File: config.mk
export PLATFORM = sky130hd
export DESIGN_NAME = ob_mk_match
export DESIGN_NICKNAME = d
export VERILOG_FILES = /design/src/rtl/ob_mk_match.sv
export SDC_FILE = /design/constraint.sdc
export NUM_CORES = 1
export LEC_CHECK = 0
export ABC_AREA = 1
export ABC_CLOCK_PERIOD_IN_PS = 3890
export CELL_PAD_IN_SITES_DETAIL_PLACEMENT = 1
export CELL_PAD_IN_SITES_GLOBAL_PLACEMENT = 1
export CORE_MARGIN = 10
export CORE_UTILIZATION = 30
export DETAILED_ROUTE_END_ITERATION = 8
export PLACE_DENSITY_LB_ADDON = 0.1
export SLEW_MARGIN = 20
export SYNTH_ARGS = -nofsm -noshare
export SYNTH_HDL_FRONTEND = slang
export SYNTH_SLANG_ARGS = --single-unit
File: constraint.sdc
create_clock -name clk -period 3.89 [get_ports clk]
set_clock_uncertainty 0.05 [all_clocks]
set_input_delay 0.778 -clock clk [delete_from_list [all_inputs] [get_ports clk]]
set_output_delay 0.778 -clock clk [all_outputs]
set_load 0.01 [all_outputs]
File: src/rtl/ob_mk_match.sv
// ob_mk_match: matches a market command against the head of an upstream limit table.
// Defining OB_MK_MATCH_STATS_EN adds the 32-bit trade counter output trd_cnt_r.
package ob_pkg;
  typedef logic [15:0] uid_t;
  typedef logic [15:0] quantity_t;
  typedef logic [15:0] price_t;
  typedef struct packed {
    price_t    price;
    uid_t      uid;
    quantity_t quantity;
  } table_t;
endpackage

module ob_mk_match (
  input  logic              clk,
  input  logic              rst,
  input  logic              cmd_vld,
  output logic              cmd_rdy,
  input  ob_pkg::uid_t      cmd_uid,
  input  ob_pkg::quantity_t cmd_qty,
  input  logic              head_vld_r,
  input  ob_pkg::table_t    head_r,
  input  logic              head_did_update_r,
  output logic              head_pop,
  output logic              head_upt,
  output ob_pkg::table_t    head_upt_tbl,
  output logic              trd_vld_r,
  input  logic              trd_rdy,
  output ob_pkg::uid_t      trd_uid_a,
  output ob_pkg::uid_t      trd_uid_p,
  output ob_pkg::quantity_t trd_qty,
  output logic              rsp_vld_r,
  output ob_pkg::uid_t      rsp_uid,
  output ob_pkg::quantity_t rsp_rem_qty,
  output logic              busy_r
`ifdef OB_MK_MATCH_STATS_EN
  ,
  output logic [31:0]       trd_cnt_r
`endif
);
  import ob_pkg::*;

  typedef enum logic [1:0] {IDLE, MATCH, SETTLE, RSP} state_t;

  state_t    state_q, state_d;
  uid_t      uid_q, uid_d;
  quantity_t rem_q, rem_d;
  logic      trd_vld_q, trd_vld_d;
  uid_t      trd_uid_a_q, trd_uid_a_d;
  uid_t      trd_uid_p_q, trd_uid_p_d;
  quantity_t trd_qty_q, trd_qty_d;
  logic      pop_d, upt_d, trd_load;
  table_t    upt_tbl_d;
  logic      slot_free, head_fits;

  // The fixed one-cycle SETTLE already covers the table's update latency.
  logic      unused_head_upd;
  assign unused_head_upd = head_did_update_r;

  assign slot_free = ~trd_vld_q | trd_rdy;
  assign head_fits = (head_r.quantity <= rem_q);

  always_comb begin
    state_d     = state_q;
    uid_d       = uid_q;
    rem_d       = rem_q;
    trd_uid_a_d = trd_uid_a_q;
    trd_uid_p_d = trd_uid_p_q;
    trd_qty_d   = trd_qty_q;
    pop_d       = 1'b0;
    upt_d       = 1'b0;
    trd_load    = 1'b0;
    upt_tbl_d   = head_r;
    case (state_q)
      IDLE: begin
        if (cmd_vld) begin
          uid_d   = cmd_uid;
          rem_d   = cmd_qty;
          state_d = MATCH;
        end
      end
      MATCH: begin
        if ((rem_q == '0) || !head_vld_r) begin
          state_d = RSP;
        end else if (slot_free) begin
          state_d = SETTLE;
          if (head_fits) begin
            pop_d = 1'b1;
            rem_d = rem_q - head_r.quantity;
          end else begin
            upt_d              = 1'b1;
            upt_tbl_d.quantity = head_r.quantity - rem_q;
            rem_d              = '0;
          end
          // An empty head entry is consumed without producing a trade.
          if (head_r.quantity != '0) begin
            trd_load    = 1'b1;
            trd_uid_a_d = uid_q;
            trd_uid_p_d = head_r.uid;
            trd_qty_d   = head_fits ? head_r.quantity : rem_q;
          end
        end
      end
      SETTLE:  state_d = MATCH;
      RSP:     state_d = IDLE;
      default: state_d = IDLE;
    endcase
    trd_vld_d = trd_load | (trd_vld_q & ~trd_rdy);
  end

  always_ff @(posedge clk) begin
    if (rst) begin
      state_q     <= IDLE;
      uid_q       <= '0;
      rem_q       <= '0;
      trd_vld_q   <= 1'b0;
      trd_uid_a_q <= '0;
      trd_uid_p_q <= '0;
      trd_qty_q   <= '0;
    end else begin
      state_q     <= state_d;
      uid_q       <= uid_d;
      rem_q       <= rem_d;
      trd_vld_q   <= trd_vld_d;
      trd_uid_a_q <= trd_uid_a_d;
      trd_uid_p_q <= trd_uid_p_d;
      trd_qty_q   <= trd_qty_d;
    end
  end

  assign cmd_rdy      = (state_q == IDLE);
  assign busy_r       = (state_q != IDLE);
  assign head_pop     = pop_d & ~rst;
  assign head_upt     = upt_d & ~rst;
  assign head_upt_tbl = upt_tbl_d;
  assign trd_vld_r    = trd_vld_q;
  assign trd_uid_a    = trd_uid_a_q;
  assign trd_uid_p    = trd_uid_p_q;
  assign trd_qty      = trd_qty_q;
  assign rsp_vld_r    = (state_q == RSP);
  assign rsp_uid      = uid_q;
  assign rsp_rem_qty  = rem_q;

`ifdef OB_MK_MATCH_STATS_EN
  logic [31:0] trd_cnt_q;

  always_ff @(posedge clk) begin
    if (rst) begin
      trd_cnt_q <= '0;
    end else if (trd_load) begin
      trd_cnt_q <= trd_cnt_q + 32'd1;
    end
  end

  assign trd_cnt_r = trd_cnt_q;
`endif

endmodule

After elaboration in Yosys (flattened, before gate mapping)
Cells that the tools add are included.

Bits of input ports: 86. Output and inout port bits: 134. Register bits: 83.

Equal/unequal tests: 7. Reductions and logical operators: 11. Add/subtract/negate cells: 2. Bitwise logic cells: 9. Multiplexer cells: 26. Order comparisons: 1.

Operators by type and width (count): two-way mux 16 bit (9); one-hot mux 16 bit (2 select lines) (1); subtractor 16 bit (2); less-or-equal comparator 16 bit (1); logical NOT 16 bit (1); nonzero test 16 bit (1); two-way mux 1 bit (12); one-hot mux 2 bit (4 select lines) (1); AND reduction 4 bit (2); two-way mux 2 bit (3); != test 2 bit, second input constant (3); == test 2 bit, second input constant (2); inverter 1 bit (4); AND reduction 2 bit (2); nonzero test 2 bit (2); AND 1 bit (3); != test 3 bit, second input constant (1); == test 2 x 1 -> 1 bit, second input constant (1); logical NOT 2 bit (1); bitwise OR 1 bit (2); logical NOT 1 bit (1); logical OR 1 bit (1).

Logic depth before layout (Yosys ltp)
Gate-level depths: netlist (run 1).

Depth in word-level cells: 6. Gate-level depth with buffers: 17. Depth with buffers taken out: 15.

Worst setup path before layout (run 1)
Ideal clock, no wire load.

Kind: input to output. From: input head_r[0] in the netlist's numbering. To: output head_upt_tbl[1] in the netlist's numbering. Data arrival time: 2.612 ns. Stages: 15. Slack: 0.450 ns. Path buffers: 1. Path through: inv_1 > ha_1 > fa_1 > inv_1 > nand3_1 > nand2_1 > nand2_1 > nand2_2 > nand2_2 > nand2_4 > nand2_4 > nor2_8 > inv_2 > buf_6 > o21ai_1.

RTL lines: start: declaration (RTL line 22) `input ob_pkg::table_t head_r,`; end: declaration (RTL line 26) `output ob_pkg::table_t head_upt_tbl,`.

==> results of run 1 <==
## cell usage in the layout (no fill, tap or decap), drive strengths merged
cell type and instances:
nand2 228, xor2 17, o21ai 67, nor2 111, dfxtp 83, dlymetal6s2s 8, clkinv 2, ha 31
buf 122, nand4 8, nor3 7, clkdlybuf4s50 152, xnor2 1, a21oi 66, diode 2, a21o 2
a21boi 15, o21a 1, o211ai 1, dlygate4sd2 9, clkbuf 20, inv 133, o21bai 3, fa 2
nand3 86, bufinv 3
## registers in the layout (all words and copies together), names as in the netlist
name         cells
trd_qty         16
rsp_rem_qty     16
rsp_uid         16
state_q          2
trd_uid_a       16
trd_uid_p       16
trd_vld_r        1
## metal layers
layer | track usage [%] | up-vias | share of wire [%] | wire length [um]
li1 | - | 3377 | - | -
met1 | 24.1 | 3137 | 45 | 11300
met2 | 31.5 | 160 | 47 | 11900
met3 | 4.63 | 22 | 7.1 | 1780
met4 | 3.46 | 0 | 1.3 | 332
met5 | 0 | - | 0 | 0
## path summary, 6_finish.rpt
check                                     end  depth (start not counted)                         start  slack (ps)
setup / recovery              head_upt_tbl[0]                         15                    head_r[10]         140
hold / removal        rsp_uid[9]$_SDFFE_PP0P_                          2       rsp_uid[9]$_SDFFE_PP0P_         420
setup reg to reg  rsp_rem_qty[0]$_SDFFE_PP0P_                         11  rsp_rem_qty[15]$_SDFFE_PP0P_        1360
hold reg to reg       rsp_uid[9]$_SDFFE_PP0P_                          2       rsp_uid[9]$_SDFFE_PP0P_         420
## per-stage QoR
step | hold WS [ps] | power [mW]
after floorplan | 438 | 1.78
after global routing | 450 | 3.79
after CTS | 427 | 3.58
after global placement | 410 | 2.48
final | 422 | 3.56
after detailed placement | 417 | 2.50
## cells by family after synthesis
kind of cell	synth area share, %
xor gates and xnor gates	2.66
adders and majority gates	7.21
AOI/OAI and AO/OA	14.3
buffers and inverters	16.1
DFF	28.0
and+or+nand+nor	31.7
## worst min-delay path: cells and delay by family, from the launching register on
| kind | cells | cell delay, ps |
|---|---|---|
| flops | 1 | 310 |
| compound gates | 1 | 50 |
| buf+inv | 1 | 70 |
## timing repair
action	in CTS	in global routing
pin swaps	8	4
gates resized for setup	93	39
hold buffers	0	0
buffers inserted	3	5
endpoints found under the setup margin	18	18
cloned	2	0
## power groups by stage
stage	Combinational [mW]	Clock (mW)	Sequential, mW
after floorplan	0.737	0	1.05
after global placement	1.46	0	1.02
after detailed placement	1.48	0	1.02
after CTS	1.53	1.04	1.01
after global routing	1.70	1.07	1.02
final	1.53	1.01	1.01
## layout make-up
| type | count | area [um2] |
|---|---|---|
| well taps | 265 | 332 |
| diodes | 2 | 5.00 |
| clock buffers | 9 | 225 |
| multi-input cells | 646 | 3530 |
| repair inverters | 1 | 6.26 |
| repair buffers | 302 | 2740 |
| fillers | 2532 | 10300 |
| flip-flops and latches | 83 | 1660 |
| inverters | 130 | 495 |
| clock inverters | 7 | 128 |
==> impl_results.rst, run 1 <==
.. list-table::
   :header-rows: 1

   * - Metric
     - Value
   * - Peak ir drop on the vdd network
     - ~290 uV
   * - Net count after synthesis
     - 1055
   * - Share of the yosys chip area belonging to registers
     - roughly 28%
   * - Synth top cells by count
     - 220 x sky130_fd_sc_hd__nand2_1, 123 x sky130_fd_sc_hd__inv_1, 107 x sky130_fd_sc_hd__nor2_1
   * - Half-perimeter wire length after detailed placement
     - approximately 20000 um
   * - Die area
     - 25800 um2
   * - Number of cells in the design after placement
     - ~1400
   * - Comb pwr share
     - 43.1%
   * - Starting utilization of the core area
     - between 30% and 40%
   * - I/O pin total
     - 220
   * - Pre-CTS setup slack
     - -585 ps
   * - Post-route design area
     - 9120 um2
   * - Area post-placement
     - between 8000 and 9000 um2
   * - Avg Synthesized Cell Area
     - between 6 and 7 um2
   * - Critical Path Sink Type
     - primary output
   * - Width of the chip
     - approximately 160 um
   * - Hold Violations, Final
     - 0
   * - Remaining design rule violation count
     - 0
   * - Critical Path RT
     - roughly 3100 ps
   * - Netlist area before placement
     - between 5000 and 6000 um2
   * - Final max-slew violation count
     - 0
   * - Sequential share of power
     - between 20% and 30%
   * - Library cell contributing the largest single delay on the critical path
     - sky130_fd_sc_hd__ha_1
   * - Top Family by Delay on Critical Path
     - buffers and inverters
   * - Buffer cell driving the clock tree root
     - sky130_fd_sc_hd__clkbuf_16
   * - Remaining antenna violation count
     - 0
   * - EDFF count, synth
     - 0
   * - Number of DRC violations after detailed-routing iteration 0
     - between 300 and 400
   * - Transition time of the tightest slew-check pin
     - between 600 and 700 ps
   * - Switching power share of the total
     - roughly 36%
   * - Die extent in y
     - between 150 and 200 um
   * - WL per Instance
     - about 17 um
   * - Path class of the lowest-slack min-delay path
     - flip-flop to flip-flop
   * - Post-layout min period
     - approximately 3700 ps
   * - Area Overhead vs Synth
     - 53.7%
   * - Part of the total power dissipated in the clock network
     - between 20 and 30%
   * - GR Util All Layers
     - 18.8%
   * - Maximum number of pins on one net before global-route repair
     - 67
   * - Fin crit share
     - a little over nine tenths
   * - Outcome
     - finished clean
   * - Global placer's final weighted congestion
     - 0.869
   * - Number of global-route vias before repair
     - between 6000 and 7000
   * - Core Rows
     - 51
   * - Via total after detailed routing
     - about 6700
   * - Most repeated cell in the gate-level netlist after synthesis
     - sky130_fd_sc_hd__nand2_1
   * - Core occupancy in the finished layout
     - roughly 47%
   * - CTS tree
     - built
   * - Most instantiated flip-flop cell in the synthesis netlist
     - sky130_fd_sc_hd__dfxtp_1
   * - Post-Route Setup TNS
     - 0 ps
   * - Via density
     - between 4 and 5
   * - Yosys top cell by area
     - sky130_fd_sc_hd__dfxtp_1
   * - Standby leakage power
     - between 4 and 5 nW
   * - Highest net fanout along the worst path
     - 6
   * - Power dissipated by switching net loads
     - around 1.3 mW
   * - Wire length of the first global-routing pass
     - 39100 um
   * - Number of buffers inserted during clock tree synthesis
     - 9
   * - Synthesis warning total
     - 0
   * - Final Setup Violations
     - 0
   * - Area contributors post-synth
     - sky130_fd_sc_hd__dfxtp_1 28%, sky130_fd_sc_hd__nand2_1 14%, sky130_fd_sc_hd__inv_1 7.8%
   * - Max-Slew Margin vs Limit
     - about 56%
   * - Synthesized instance count
     - 936
   * - Clk pin slew, worst setup/hold paths
     - about 70 ps
   * - Critical path, cell by cell
     - dlygate4sd2_1 -> inv_1 -> ha_1 -> nand2_1 -> inv_2 -> nand2_2 -> nor3_4 -> buf_4 -> nand3_4 -> nand2_4 -> nor2_8 -> buf_12 -> buf_16 -> o21ai_0 -> buf_2
   * - Number of antenna violations at the first check in global routing
     - 2
   * - Number of I/O port buffers
     - 186
   * - Aggregate routed wire length
     - between 20000 and 30000 um
   * - Buffering stage count on the worst path with inverters included
     - 7
   * - Area fraction of the dominant cell type after synthesis
     - between 20% and 30%
   * - P_int
     - about 2.3 mW
   * - Total power divided by cell area
     - approximately 390 nW/um2
   * - Async S/R FF share, synth
     - 0%
   * - Depth of the CTS H-tree
     - 3
   * - Element type at the critical path start
     - input port
   * - Number of synthesized register bits
     - 83
   * - Nets@finish
     - between 1000 and 1500
   * - Fraction of layout cells with a size suffix above 1
     - ~18%
   * - Fmax
     - 0.267 GHz
   * - Data arrival time at the worst-slack endpoint
     - between 2000 and 3000 ps
   * - Clk sinks
     - between 80 and 90
   * - Number of library cell types mapped by synthesis
     - 37
   * - Number of buffers on the longest clock path
     - 2
   * - Core Area
     - around 19000 um2
   * - Critical path type
     - input port to primary output
   * - Fin cells
     - about 1400
   * - Post-layout worst setup margin
     - 141 ps
   * - # Max-Cap Violations
     - 0
   * - GR Overflow Total
     - 0
   * - Number of detailed-routing iterations run before antenna repair
     - 4
   * - Crit-path max cell delay
     - about 300 ps
   * - Clock latency reported for the late side of the worst-skew pair
     - between 300 and 400 ps
(Power assumes the default switching activity.)
==> run 2: changes to the inputs <==
CAP_MARGIN = 20   (was default)
==> results of run 2 <==
Final layout, timing and power as in run 1 (identical DEF).
